--- src/rtl/ex_stage.sv ---
// Execute stage: forwarding, operand select, ALU and the EX/MEM pipeline register.
// Optional iterative multiplier enabled by defining EX_MUL_EN.
module ex_stage #(
    parameter int XLEN    = 32,
    parameter int MUL_CNT = 32
) (
    input  logic            clk,
    input  logic            reset,
    input  logic            flush,
    input  logic            mem_re_in,
    input  logic            mem_we_in,
    input  logic            reg_file_write_in,
    input  logic [1:0]      alu_op_in,
    input  logic [4:0]      addr_rd_in,
    input  logic [1:0]      select_mux_1_in,
    input  logic [1:0]      select_mux_2_in,
    input  logic [1:0]      select_mux_4_in,
    input  logic [XLEN-1:0] reg_a_in,
    input  logic [XLEN-1:0] reg_b_in,
    input  logic [XLEN-1:0] immediate_in,
    input  logic [XLEN-1:0] pc_in,
    input  logic [6:0]      funct7e3_in,
    input  logic [1:0]      fwd_a_sel,
    input  logic [1:0]      fwd_b_sel,
    input  logic [XLEN-1:0] exmem_fwd_data,
    input  logic [XLEN-1:0] wb_fwd_data,
    output logic            stall_out,
    output logic [XLEN-1:0] alu_result_out,
    output logic            alu_zero_out,
    output logic [XLEN-1:0] store_data_out,
    output logic [4:0]      addr_rd_out,
    output logic            mem_re_out,
    output logic            mem_we_out,
    output logic            reg_file_write_out,
    output logic [1:0]      select_mux_4_out
);

    logic [XLEN-1:0] fwd_a_s;
    logic [XLEN-1:0] fwd_b_s;
    logic [XLEN-1:0] op_a_s;
    logic [XLEN-1:0] op_b_s;
    logic [XLEN-1:0] alu_s;
    logic [4:0]      shamt_s;
    logic [XLEN-1:0] result_s;
    logic            stall_s;
    logic            mul_done_s;
    logic [XLEN-1:0] mul_result_s;
    logic            unused_s;

    // Forwarding muxes followed by operand selection
    always_comb begin
        case (fwd_a_sel)
            2'b01:   fwd_a_s = exmem_fwd_data;
            2'b10:   fwd_a_s = wb_fwd_data;
            default: fwd_a_s = reg_a_in;
        endcase
        case (fwd_b_sel)
            2'b01:   fwd_b_s = exmem_fwd_data;
            2'b10:   fwd_b_s = wb_fwd_data;
            default: fwd_b_s = reg_b_in;
        endcase
        case (select_mux_1_in)
            2'b00:   op_a_s = fwd_a_s;
            2'b01:   op_a_s = pc_in;
            default: op_a_s = {XLEN{1'b0}};
        endcase
        case (select_mux_2_in)
            2'b00:   op_b_s = fwd_b_s;
            2'b01:   op_b_s = immediate_in;
            2'b10:   op_b_s = XLEN'(32'd4);
            default: op_b_s = {XLEN{1'b0}};
        endcase
    end

    // Base ALU; funct7[5] selects sub only for R-type, sra for both R and I
    always_comb begin
        alu_s   = {XLEN{1'b0}};
        shamt_s = op_b_s[4:0];
        case (alu_op_in)
            2'b00: alu_s = op_a_s + op_b_s;
            2'b01: alu_s = op_a_s - op_b_s;
            2'b10, 2'b11: begin
                case (funct7e3_in[2:0])
                    3'b000: begin
                        if (alu_op_in == 2'b10 && funct7e3_in[3]) begin
                            alu_s = op_a_s - op_b_s;
                        end else begin
                            alu_s = op_a_s + op_b_s;
                        end
                    end
                    3'b001: alu_s = op_a_s << shamt_s;
                    3'b010: alu_s = {{(XLEN-1){1'b0}}, ($signed(op_a_s) < $signed(op_b_s))};
                    3'b011: alu_s = {{(XLEN-1){1'b0}}, (op_a_s < op_b_s)};
                    3'b100: alu_s = op_a_s ^ op_b_s;
                    3'b101: begin
                        if (funct7e3_in[3]) begin
                            alu_s = $signed(op_a_s) >>> shamt_s;
                        end else begin
                            alu_s = op_a_s >> shamt_s;
                        end
                    end
                    3'b110: alu_s = op_a_s | op_b_s;
                    3'b111: alu_s = op_a_s & op_b_s;
                    default: alu_s = {XLEN{1'b0}};
                endcase
            end
            default: alu_s = op_a_s + op_b_s;
        endcase
    end

`ifdef EX_MUL_EN
    localparam int CNT_W = $clog2(MUL_CNT);

    typedef enum logic [1:0] {
        IDLE = 2'b00,
        BUSY = 2'b01,
        DONE = 2'b10
    } mul_state_t;

    mul_state_t       state_r;
    mul_state_t       state_fsm_s;
    mul_state_t       state_nxt_s;
    logic             stall_fsm_s;
    logic             trigger_s;
    logic [CNT_W-1:0] cnt_r;
    logic [XLEN-1:0]  product_r;
    logic [XLEN-1:0]  mul_a_r;
    logic [XLEN-1:0]  mul_b_r;

    assign trigger_s = (alu_op_in == 2'b10) && funct7e3_in[4];

    // Multiplier next-state and stall generation
    always_comb begin
        state_fsm_s = state_r;
        stall_fsm_s = 1'b0;
        mul_done_s  = 1'b0;
        case (state_r)
            IDLE: begin
                if (trigger_s) begin
                    stall_fsm_s = 1'b1;
                    state_fsm_s = BUSY;
                end else begin
                    state_fsm_s = IDLE;
                end
            end
            BUSY: begin
                stall_fsm_s = 1'b1;
                if (cnt_r == CNT_W'(MUL_CNT - 1)) begin
                    state_fsm_s = DONE;
                end else begin
                    state_fsm_s = BUSY;
                end
            end
            DONE: begin
                mul_done_s  = 1'b1;
                state_fsm_s = IDLE;
            end
            default: state_fsm_s = IDLE;
        endcase
    end

    // A flushed instruction never stalls and always lands the FSM in IDLE
    assign state_nxt_s  = flush ? IDLE : state_fsm_s;
    assign stall_s      = stall_fsm_s & ~flush;
    assign mul_result_s = (funct7e3_in[2:0] == 3'b000) ? product_r : {XLEN{1'b0}};
    assign unused_s     = ^funct7e3_in[6:5];

    // Shift-and-add datapath: operands latched once, forwarding ignored afterwards
    always_ff @(posedge clk) begin
        if (reset) begin
            state_r   <= IDLE;
            cnt_r     <= {CNT_W{1'b0}};
            product_r <= {XLEN{1'b0}};
            mul_a_r   <= {XLEN{1'b0}};
            mul_b_r   <= {XLEN{1'b0}};
        end else begin
            state_r <= state_nxt_s;
            if (!flush && state_r == IDLE && trigger_s) begin
                mul_a_r   <= op_a_s;
                mul_b_r   <= op_b_s;
                product_r <= {XLEN{1'b0}};
                cnt_r     <= {CNT_W{1'b0}};
            end else if (!flush && state_r == BUSY) begin
                if (mul_b_r[cnt_r]) begin
                    product_r <= product_r + (mul_a_r << cnt_r);
                end else begin
                    product_r <= product_r;
                end
                cnt_r <= cnt_r + {{(CNT_W-1){1'b0}}, 1'b1};
            end else begin
                cnt_r <= cnt_r;
            end
        end
    end
`else
    assign stall_s      = 1'b0;
    assign mul_done_s   = 1'b0;
    assign mul_result_s = {XLEN{1'b0}};
    assign unused_s     = ^{funct7e3_in[6:4], 32'(MUL_CNT)};
`endif

    assign result_s  = mul_done_s ? mul_result_s : alu_s;
    assign stall_out = stall_s;

    // EX/MEM pipeline register; flush and non-final stall cycles insert a bubble
    always_ff @(posedge clk) begin
        if (reset || flush || stall_s) begin
            alu_result_out     <= {XLEN{1'b0}};
            alu_zero_out       <= 1'b0;
            store_data_out     <= {XLEN{1'b0}};
            addr_rd_out        <= 5'd0;
            mem_re_out         <= 1'b0;
            mem_we_out         <= 1'b0;
            reg_file_write_out <= 1'b0;
            select_mux_4_out   <= 2'b00;
        end else begin
            alu_result_out     <= result_s;
            alu_zero_out       <= (result_s == {XLEN{1'b0}});
            store_data_out     <= fwd_b_s;
            addr_rd_out        <= addr_rd_in;
            mem_re_out         <= mem_re_in;
            mem_we_out         <= mem_we_in;
            reg_file_write_out <= reg_file_write_in;
            select_mux_4_out   <= select_mux_4_in;
        end
    end

endmodule

--- config.mk ---
export PLATFORM = sky130hd
export DESIGN_NAME = ex_stage
export DESIGN_NICKNAME = d
export VERILOG_FILES = /design/src/rtl/ex_stage.sv
export SDC_FILE = /design/constraint.sdc
export NUM_CORES = 1
export LEC_CHECK = 0
export BUFFER_PORTS_ARGS = -buffer_cell sky130_fd_sc_hd__buf_2
export CELL_PAD_IN_SITES_DETAIL_PLACEMENT = 1
export CELL_PAD_IN_SITES_GLOBAL_PLACEMENT = 1
export CORE_ASPECT_RATIO = 1.1
export CORE_MARGIN = 3
export CORE_UTILIZATION = 44
export DETAILED_ROUTE_END_ITERATION = 12
export GPL_TIMING_DRIVEN = 0
export PLACE_DENSITY_LB_ADDON = 0.1
export SLEW_MARGIN = 20
export SYNTH_ARGS = -nofsm -noshare
export SYNTH_HDL_FRONTEND = slang
export SYNTH_SLANG_ARGS = --single-unit
--- constraint.sdc ---
create_clock -name clk -period 16.38 [get_ports clk]
set_input_delay 0.819 -clock clk [delete_from_list [all_inputs] [get_ports clk]]
set_output_delay 0.819 -clock clk [all_outputs]
set_load 0.05 [all_outputs]
# Word level (Yosys, flattened, before mapping)
# Cells that the tools add are included.
# W data, S select, Z words.
# word_totals
reg_bits	75
latch_bits	0
ramBits	0
rom_bits	0
in_bits	222
output_inout_bits	76
wordCells	51
mem_count	0
# classes
n_addsub	2
n_mul	0
div_mod_pow	0
n_lt_le_gt_ge	2
eq_ne	17
n_shift	3
mux	8
bitwise_logic	3
reduce_logical	8
# op_table
cell	count
$pmux W32 S8	1
$pmux W32 S2	3
$pmux W32 S3	2
$lt A32 B32 Y1	2
$mux W32	2
$add A32 B32 Y32	1
$and A32 B32 Y32	1
$logic_not A32 Y1	1
$or A32 B32 Y32	1
$shl A32 B5 Y32	1
$shr A32 B5 Y32	1
$sshr A32 B5 Y32	1
$sub A32 B32 Y32	1
$xor A32 B32 Y32	1
$eq A3 B3 Y1 const B	4
$eq A2 B1 Y1 const B	5
$eq A2 B2 Y1 const B	5
$eq A3 B2 Y1 const B	2
$logic_not A2 Y1	3
$eq A3 B1 Y1 const B	1
$logic_not A3 Y1	1
$reduce_or A2 Y1	1
$logic_and A1 B1 Y1	1
$logic_or A1 B1 Y1	1

# Depth between registers and ports, before layout
# Gate-level depths: netlist (run 1).
# depth
word_depth	8
mapped_depth	25
depth_no_buf	20

# Worst setup path before layout (run 1)
# OpenSTA, ideal clock, no wires.
# synth_timing
path_type	in2reg
start	input fwd_a_sel[0]
end	register alu_zero_out
setup_time_ns	0.087
arrival_ns	6.222
required_ns	16.293
setup_slack_ns	10.071
stages	20
path_cell_list	inv_1 ha_1 clkbuf_1 clkbuf_1 a211oi_1 a2111oi_0 ha_1 clkbuf_1 nor4_1 nand4_1 a21oi_1 a2111oi_0 o31a_1 a21oi_1 xnor2_1 o21ai_0 a22oi_1 or4_1 or4_1 nor4b_2
# synth_via
elab_chain_cells	8
word_cells_on_any_way	19
classes_between	add/sub: 2; order compare: 2; eq/ne: 2; shift: 3; mux: 6; bitwise: 3; reduce/logical: 1
# synth_lines
item	line	source
start: declaration	23	input logic [1:0] fwd_a_sel,
$eq A2 B2 Y1 or $eq A2 B1 Y1 (tied branches)	52	case (fwd_a_sel)
$pmux W32 S2 (*)	52	
$pmux W32 S2 (*)	62	case (select_mux_1_in)
$add A32 B32 Y32 (tied with other cells)	n/a	
$mux W32, on equally long branches	85, 96	
$pmux W32 S8	83	case (funct7e3_in[2:0])
$pmux W32 S3 (*)	79	case (alu_op_in)
$logic_not A32 Y1 (*)	218	alu_zero_out <= (result_s == {XLEN{1'b0}});
end signal: assignment	218	
end: declaration	29	output logic alu_zero_out,
# Every way passes the cells marked *; elsewhere a longest branch is shown, timed or not.
# A chain may end at the register's enable or synchronous reset.

# Worst setup path after layout (run 1)
# layout_timing
start	input fwd_b_sel[0]
end	register alu_zero_out
# layout_via
elab_chain_cells	8
word_cells_on_any_way	19
classes_between	add/sub: 2; order compare: 2; eq/ne: 2; shift: 3; mux: 6; bitwise: 3; reduce/logical: 1
# layout_lines
item	line	source
start: declaration	24	input logic [1:0] fwd_b_sel,
$eq A2 B2 Y1 or $eq A2 B1 Y1 (tied branches)	57	case (fwd_b_sel)
$pmux W32 S2 (*)	57	
$pmux W32 S3 (*)	67	case (select_mux_2_in)
$add A32 B32 Y32 (tied with other cells)	n/a	
$mux W32, on equally long branches	85, 96	
$pmux W32 S8	83	
$pmux W32 S3 (*)	79	
$logic_not A32 Y1 (*)	218	
# Marks and branches as above.

==> results_tabular.tex, run 1 <==
\begin{tabular}{lr}
\hline
Metric & Value \\
\hline
\multicolumn{2}{l}{\textbf{Run status}} \\
\quad Status & finished, final reports clean \\
\multicolumn{2}{l}{\textbf{Timing}} \\
\quad Shortest period the worst path allows & 8.66 ns \\
\quad Count of endpoints failing hold in the final timing report & 0 \\
\quad Setup violations, final & 0 \\
\quad Max-slew violation count & 0 \\
\quad Maximum clock frequency & 0.116 GHz \\
\quad Post-Route Setup TNS & 0 ns \\
\quad Transition at the pin with the smallest max-transition slack & 1.39 ns \\
\quad Period Utilization, post-route & 0.529 \\
\quad Worst slew margin relative to its limit & 0.0729 \\
\quad Unrepaired setup endpoints after global routing & false \\
\multicolumn{2}{l}{\textbf{Synth}} \\
\quad Post-synth ARST share & 0 \\
\quad Predominant post-synthesis flop cell & dfxtp\_1 \\
\quad Mapped cell area & 14,100 sq um \\
\quad Number of library cell types mapped by synthesis & 89 \\
\quad Synthesized netlist cell count & 2,088 \\
\quad Avg Synthesized Cell Area & 6.77 sq um \\
\quad Area share of the leading cell type in the synthesized netlist & 0.106 \\
\quad Share of synthesized area occupied by flip-flops and latches & 0.106 \\
\quad Synthesized netlist net count & 2,413 \\
\quad Post-synth EDFFs & 0 \\
\quad Biggest area consumer among synthesized cells & dfxtp\_1 \\
\quad Warnings, synthesis & 0 \\
\quad Post-synthesis sequential element count & 75 \\
\quad Top area cells in the synthesized netlist & dfxtp\_1, ha\_1, mux2i\_1, o21ai\_0, a21oi\_1 \\
\multicolumn{2}{l}{\textbf{Clock network}} \\
\quad Number of buffers created by CTS & 9 \\
\quad Buffers inserted during post-CTS setup optimization & 0 \\
\quad CTS tree & done \\
\quad CTS Root Buffer Type & clkbuf\_16 \\
\quad Number of hold-repair buffers added at the cts stage & 0 \\
\quad Depth of the CTS H-tree & 3 \\
\quad Clock sink total & 75 \\
\quad Worst-case clock buffer depth & 2 \\
\quad Resized cells post-CTS & 0 \\
\quad Post-CTS clock slew at the launch and capture registers of the worst setup and hold paths & 0.06 ns \\
\multicolumn{2}{l}{\textbf{Cells and area}} \\
\quad Fraction of final layout cells sized beyond drive strength 1 & 0.180 \\
\quad Final-stage net count & 2,743 \\
\quad Layout-stage area growth over the synthesis result & 18.5\% \\
\quad Summed area of non-filler cells in the final layout & 16,700 sq um \\
\multicolumn{2}{l}{\textbf{Worst setup path}} \\
\quad Category of the most critical setup path & in2reg \\
\quad CP max FO & 11 \\
\quad Longest individual stage delay on the worst path & 0.87 ns \\
\quad Top cell by count, worst path & clkbuf\_1 \\
\quad Critical path origin & fwd\_b\_sel[0] \\
\quad Count of cell instances traversed by the critical path & 23 \\
\quad Critical path endpoint & alu\_zero\_out \\
\quad Data arrival at the endpoint of the critical path & 8.93 ns \\
\quad Crit-path cells & buf\_2, inv\_1, ha\_1, clkbuf\_1, a22oi\_1, o221a\_2, clkbuf\_1, clkbuf\_1, clkbuf\_1, ha\_1, clkbuf\_1, or2\_1, o311a\_1, a21oi\_1, o311ai\_1, a2111oi\_2, o41ai\_2, o21ai\_0, xnor2\_1, o221ai\_1, nand4\_1, or4\_1, nor4b\_2 \\
\quad Kind of end point of the critical path & register \\
\quad CP required & 16.66 ns \\
\quad Number of buffers and inverters on the critical path & 7 \\
\quad CP top delay family & compound AO/OA/AOI/OAI gates \\
\quad Library cell contributing the largest single delay on the critical path & o311ai\_1 \\
\quad Crit path launch type & input pin \\
\multicolumn{2}{l}{\textbf{Routing}} \\
\quad Post-route DRC violation count & 0 \\
\quad Average routed wire per standard cell & 34.6 um \\
\quad Initial DRT Pass Iterations & 11 \\
\quad Vias & 21,300 \\
\quad Starting DRT DRC Count & 3,735 \\
\quad Detail Route Antenna Nets & 0 \\
\quad Vias per Instance & 7.49 \\
\quad Wirelength, routed & 98.5 mm \\
\multicolumn{2}{l}{\textbf{Floorplanning}} \\
\quad Starting Density & 0.448 \\
\quad Number of standard-cell rows in the floorplan & 68 \\
\quad Horizontal die dimension & 177 um \\
\quad Die Y-Extent & 194 um \\
\quad Die Area & 34,300 sq um \\
\quad Placeable Area & 31,600 sq um \\
\quad \# IOs & 298 \\
\multicolumn{2}{l}{\textbf{Placement}} \\
\quad Placed cell areas & 16,400 sq um \\
\quad Post-DP HPWL & 78.6 mm \\
\quad Number of buffers added on ports & 288 \\
\quad Weighted congestion reported at the end of routability-driven placement & 1.21 \\
\multicolumn{2}{l}{\textbf{Global routing}} \\
\quad Overall routing resource usage & 0.545 \\
\quad Total congestion overflow after global routing & 0 \\
\quad Initial antenna violation count & 2 \\
\quad Global-route wire length before repair & 140 mm \\
\quad Via count of the first global-routing pass & 20,700 \\
\quad Largest net degree at the start of global routing & 15 \\
\multicolumn{2}{l}{\textbf{Pwr}} \\
\quad Leakage Power & 0.00727 uW \\
\quad Worst VDD drop & 0.0543 mV \\
\quad Cell area power density & 76.8 nW/um\^{}2 \\
\multicolumn{2}{l}{\textbf{Run}} \\
\quad Number of maximum-capacitance constraint violations & 0 \\
\multicolumn{2}{l}{\textbf{Hold path}} \\
\quad Depth of the worst hold-timing path & 2 \\
\quad Class of the most critical hold timing path & in2reg \\
\hline
\end{tabular}
[cell families (layout without fill, tap and decap cells)]
kind of cell / after synthesis / in the layout / synth area share
other: 1 / 3 / 0.000265
AOI/OAI and AO/OA: 740 / 740 / 0.359
DFF: 75 / 75 / 0.106
muxes: 128 / 128 / 0.0914
and+or+nand+nor: 713 / 713 / 0.244
adders and majority gates: 103 / 103 / 0.0922
buffers and inverters: 284 / 619 / 0.0796
xor gates and xnor gates: 44 / 44 / 0.0273
[cell usage after synthesis (39+ instances only)]
| library cell | instances |
|---|---|
| o21ai_0 | 160 |
| dfxtp_1 | 75 |
| nor2b_1 | 45 |
| clkbuf_1 | 136 |
| nand2_1 | 203 |
| inv_1 | 97 |
| nor2_1 | 199 |
| nand3_1 | 52 |
| a211oi_1 | 51 |
| ha_1 | 101 |
| nand2b_1 | 39 |
| a21oi_1 | 153 |
| o211ai_1 | 49 |
| mux2i_1 | 122 |
[final cells by class]
| type | instances | area (sq um) |
|---|---|---|
| clock buffers | 9 | 225 |
| inverters | 103 | 387 |
| multi-input cells | 1729 | 11700 |
| repair buffers | 319 | 1610 |
| plain buffers | 181 | 738 |
| clock inverters | 7 | 77.6 |
| fillers | 4252 | 14800 |
| well taps | 420 | 526 |
| flip-flops and latches | 75 | 1500 |
| diodes | 2 | 5.00 |
[cells in the final DEF, fill, tap and decap left out, types with 10 or more instances in the layout]
| cell type | Yosys | layout |
|---|---|---|
| dfxtp_1 | 75 | 75 |
| buf_2 | 26 | 339 |
| nand3_1 | 52 | 52 |
| xnor2_1 | 38 | 38 |
| o31ai_1 | 14 | 14 |
| a211oi_1 | 51 | 51 |
| nand4_1 | 18 | 18 |
| a21o_1 | 17 | 17 |
| a2111oi_2 | 2 | 31 |
| o2111ai_1 | 12 | 12 |
| mux2i_1 | 122 | 122 |
| ha_1 | 101 | 101 |
| nor3_1 | 38 | 38 |
| o21ai_0 | 160 | 159 |
| a221o_1 | 38 | 38 |
| nand2b_1 | 39 | 39 |
| a21oi_1 | 153 | 153 |
| nor2_1 | 199 | 199 |
| nor4_1 | 12 | 11 |
| o211ai_1 | 49 | 49 |
| a31oi_1 | 34 | 34 |
| o21ai_1 | 10 | 11 |
| nor3b_1 | 32 | 32 |
| and2_1 | 25 | 25 |
| buf_1 | 14 | 14 |
| a22oi_1 | 18 | 18 |
| inv_1 | 97 | 97 |
| or2_2 | 10 | 10 |
| o22ai_1 | 17 | 17 |
| o221ai_1 | 14 | 14 |
| a221oi_1 | 21 | 21 |
| nand2_1 | 203 | 203 |
| nor2b_1 | 45 | 45 |
| or3_1 | 10 | 10 |
| clkbuf_1 | 136 | 136 |
[power by group]
group          internal [uW]  switching, uW
Clock                    120            101
Sequential               194           4.08
Combinational            246            623
[sequential cells by signal, summed over array words and instances, names as in the netlist]
register            count
alu_result_out         32
store_data_out         32
addr_rd_out             5
select_mux_4_out        2
alu_zero_out            1
mem_re_out              1
mem_we_out              1
reg_file_write_out      1
[worst min-delay path by stage]
stage                  startpoint  slack, ns                  end
2_1_floorplan       addr_rd_in[0]       0.94       addr_rd_out[0]
3_3_place_gp   select_mux_4_in[1]       1.02  select_mux_4_out[1]
3_5_place_dp        addr_rd_in[0]       1.03       addr_rd_out[0]
4_1_cts             addr_rd_in[0]       0.66       addr_rd_out[0]
5_1_grt        select_mux_4_in[1]       0.67  select_mux_4_out[1]
6_report        reg_file_write_in       0.66   reg_file_write_out
[layer usage]
metal  vias to the layer above  part of all wire  GRT usage
li1                       8405                 -          -
met1                      9941              0.33      0.625
met2                      2205              0.40      0.790
met3                       752              0.15      0.202
met4                         2              0.12      0.466
met5                         -            0.0014     0.0302
[stage by stage]
stage                     worst slack, ns  hold WS [ns]  std cells  utilization  power (uW)
after floorplan                     10.07         0.941       2088            -         681
after global placement               6.73          1.02       2796        0.510         959
after detailed placement             7.89          1.03       2827        0.521         994
after CTS                            8.22         0.664       2843        0.530        1210
after global routing                 7.64         0.669       2844        0.531        1300
final                                7.72         0.656       2845        0.531        1290
No activity file was read; power rests on OpenSTA's default activity.
==> run 2, diff against run 1 <==
CORE_UTILIZATION = 37   (was 44)
clock period = 7.6 ns   (was 16.38 ns; I/O delays follow)
==> results_tabular.tex, run 2 (synthesized netlist as in run 1, its figures left out) <==
\begin{tabular}{lr}
\hline
Metric & Value \\
\hline
\multicolumn{2}{l}{\textbf{Routing}} \\
\quad Post-route DRC violation count & 0 \\
\quad Average routed wire per standard cell & 33.3 um \\
\quad Wirelength, routed & 97.4 mm \\
\quad Starting DRT DRC Count & 2,566 \\
\quad Detail Route Antenna Nets & 0 \\
\quad Vias & 20,200 \\
\quad Initial DRT Pass Iterations & 8 \\
\quad Vias per Instance & 6.91 \\
\multicolumn{2}{l}{\textbf{Placement}} \\
\quad Weighted congestion reported at the end of routability-driven placement & 1.12 \\
\quad Post-DP HPWL & 80.2 mm \\
\quad Number of buffers added on ports & 288 \\
\quad Placement-stage worst setup slack & -0.514 ns \\
\quad Placed cell areas & 16,600 sq um \\
\multicolumn{2}{l}{\textbf{Floorplanning}} \\
\quad Number of standard-cell rows in the floorplan & 74 \\
\quad Placeable Area & 37,400 sq um \\
\quad \# IOs & 298 \\
\quad Die Area & 40,600 sq um \\
\quad Starting Density & 0.378 \\
\quad Horizontal die dimension & 192 um \\
\quad Die Y-Extent & 211 um \\
\multicolumn{2}{l}{\textbf{Worst setup path}} \\
\quad Kind of end point of the critical path & register \\
\quad Critical path endpoint & alu\_zero\_out \\
\quad CP required & 7.88 ns \\
\quad Crit path launch type & input pin \\
\quad Critical path origin & fwd\_b\_sel[0] \\
\quad Data arrival at the endpoint of the critical path & 7.84 ns \\
\quad CP max FO & 10 \\
\quad Category of the most critical setup path & in2reg \\
\multicolumn{2}{l}{\textbf{Clock network}} \\
\quad Worst-case clock buffer depth & 2 \\
\quad Number of hold-repair buffers added at the cts stage & 0 \\
\quad Post-CTS clock slew at the launch and capture registers of the worst setup and hold paths & 0.06 ns \\
\quad CTS Root Buffer Type & clkbuf\_16 \\
\quad CTS tree & done \\
\quad Clock sink total & 75 \\
\quad Depth of the CTS H-tree & 3 \\
\quad Number of buffers created by CTS & 9 \\
\multicolumn{2}{l}{\textbf{Cells and area}} \\
\quad Largest registers & alu\_result\_out (32), store\_data\_out (32), addr\_rd\_out (5) \\
\quad Most common cell after layout, fill and taps aside & buf\_2 \\
\quad Fraction of final layout cells sized beyond drive strength 1 & 0.185 \\
\quad Commonest non-fill, non-tap cells in the layout & buf\_2, nand2\_1, nor2\_1 \\
\quad Summed area of non-filler cells in the final layout & 17,000 sq um \\
\quad Final-stage net count & 2,750 \\
\quad Layout-stage area growth over the synthesis result & 19.9\% \\
\multicolumn{2}{l}{\textbf{Pwr}} \\
\quad Cell area power density & 164 nW/um\^{}2 \\
\quad Leakage Power & 0.00733 uW \\
\quad Worst VDD drop & 0.125 mV \\
\quad Total Power Consumption & 2770 uW \\
\multicolumn{2}{l}{\textbf{Global routing}} \\
\quad GRT met2 Usage & 0.697 \\
\quad Global-route track usage on met3 & 0.118 \\
\quad Initial antenna violation count & 0 \\
\quad Global-route wire length before repair & 137 mm \\
\quad Overall routing resource usage & 0.462 \\
\quad Via count of the first global-routing pass & 19,900 \\
\quad Met1 demand-to-capacity share in global routing & 0.556 \\
\quad Total congestion overflow after global routing & 0 \\
\quad Largest net degree at the start of global routing & 20 \\
\quad Busiest layer in global routing & met2 \\
\multicolumn{2}{l}{\textbf{Timing}} \\
\quad Max-slew violation count & 0 \\
\quad Worst slew margin relative to its limit & 0.0483 \\
\quad Period Utilization, post-route & 0.994 \\
\quad Transition at the pin with the smallest max-transition slack & 1.39 ns \\
\quad Maximum clock frequency & 0.132 GHz \\
\quad Final worst hold slack & 0.212 ns \\
\quad Shortest period the worst path allows & 7.56 ns \\
\quad Setup violations, final & 0 \\
\quad Count of endpoints failing hold in the final timing report & 0 \\
\quad Post-layout worst setup margin & 0.0439 ns \\
\multicolumn{2}{l}{\textbf{Run}} \\
\quad Number of maximum-capacitance constraint violations & 0 \\
\multicolumn{2}{l}{\textbf{Run status}} \\
\quad Status & finished, final reports clean \\
\multicolumn{2}{l}{\textbf{Hold path}} \\
\quad Class of the most critical hold timing path & in2reg \\
\hline
\end{tabular}
[run 2: worst min path at each step]
stage | from | end | cells past startpoint
2_1_floorplan | addr_rd_in[0] | addr_rd_out[0] | 1
3_3_place_gp | select_mux_4_in[0] | select_mux_4_out[0] | 2
3_5_place_dp | select_mux_4_in[0] | select_mux_4_out[0] | 2
4_1_cts | addr_rd_in[4] | addr_rd_out[4] | 2
5_1_grt | addr_rd_in[2] | addr_rd_out[2] | 2
6_report | addr_rd_in[4] | addr_rd_out[4] | 2
[run 2: cell type report]
class / instances / area [sq um]
Buffer: 180 / 743
Timing Repair Buffer: 327 / 1660
Multi-Input combinational cell: 1729 / 11700
Clock buffer: 11 / 243
Inverter: 103 / 387
Fill cell: 4978 / 20500
Clock inverter: 5 / 83.8
Antenna cell: 2 / 5.00
Tap cell: 494 / 618
Sequential cell: 75 / 1500
[run 2: per-layer routing]
layer | up-vias | part of all wire | routed length (um)
li1 | 8416 | - | -
met1 | 9708 | 0.37 | 35800
met2 | 1654 | 0.42 | 41000
met3 | 432 | 0.11 | 11100
met4 | 0 | 0.097 | 9500
met5 | - | 0 | 0
[run 2: where the power goes]
| part | internal, uW | switching [uW] |
|---|---|---|
| clock | 298 | 195 |
| sequential | 418 | 6.62 |
| combinational | 533 | 1320 |
[run 2: timing repair]
| item | 4_1_cts | 5_1_grt |
|---|---|---|
| buffers inserted | 0 | 0 |
| endpoints found under the setup margin | 1 | 2 |
| gates cloned | 0 | 0 |
| resized for setup | 1 | 9 |
[run 2: critical path, stage by stage]
cell	delay [ns]
buf_2	0.12
inv_1	0.05
ha_1	0.26
clkbuf_1	0.45
a22oi_1	0.23
o221a_2	0.35
inv_2	0.14
clkbuf_1	0.64
buf_1	0.68
clkbuf_1	0.60
ha_1	0.36
a21oi_1	0.18
a21oi_1	0.35
a2111oi_0	0.16
a2111oi_0	1.18
o32ai_1	0.16
o221ai_1	0.48
nor2b_1	0.19
nand4_1	0.11
or4_1	0.55
nor4b_2	0.21
[run 2: stage by stage]
stage / TNS (ns) / utilization / instances
4_1_cts: 0 / 0.452 / 2924
3_5_place_dp: -0.629 / 0.443 / 2909
5_1_grt: -0.0248 / 0.453 / 2924
6_report: 0 / 0.453 / 2926
3_3_place_gp: -9.45 / 0.433 / 2870
2_1_floorplan: 0 / - / 2088
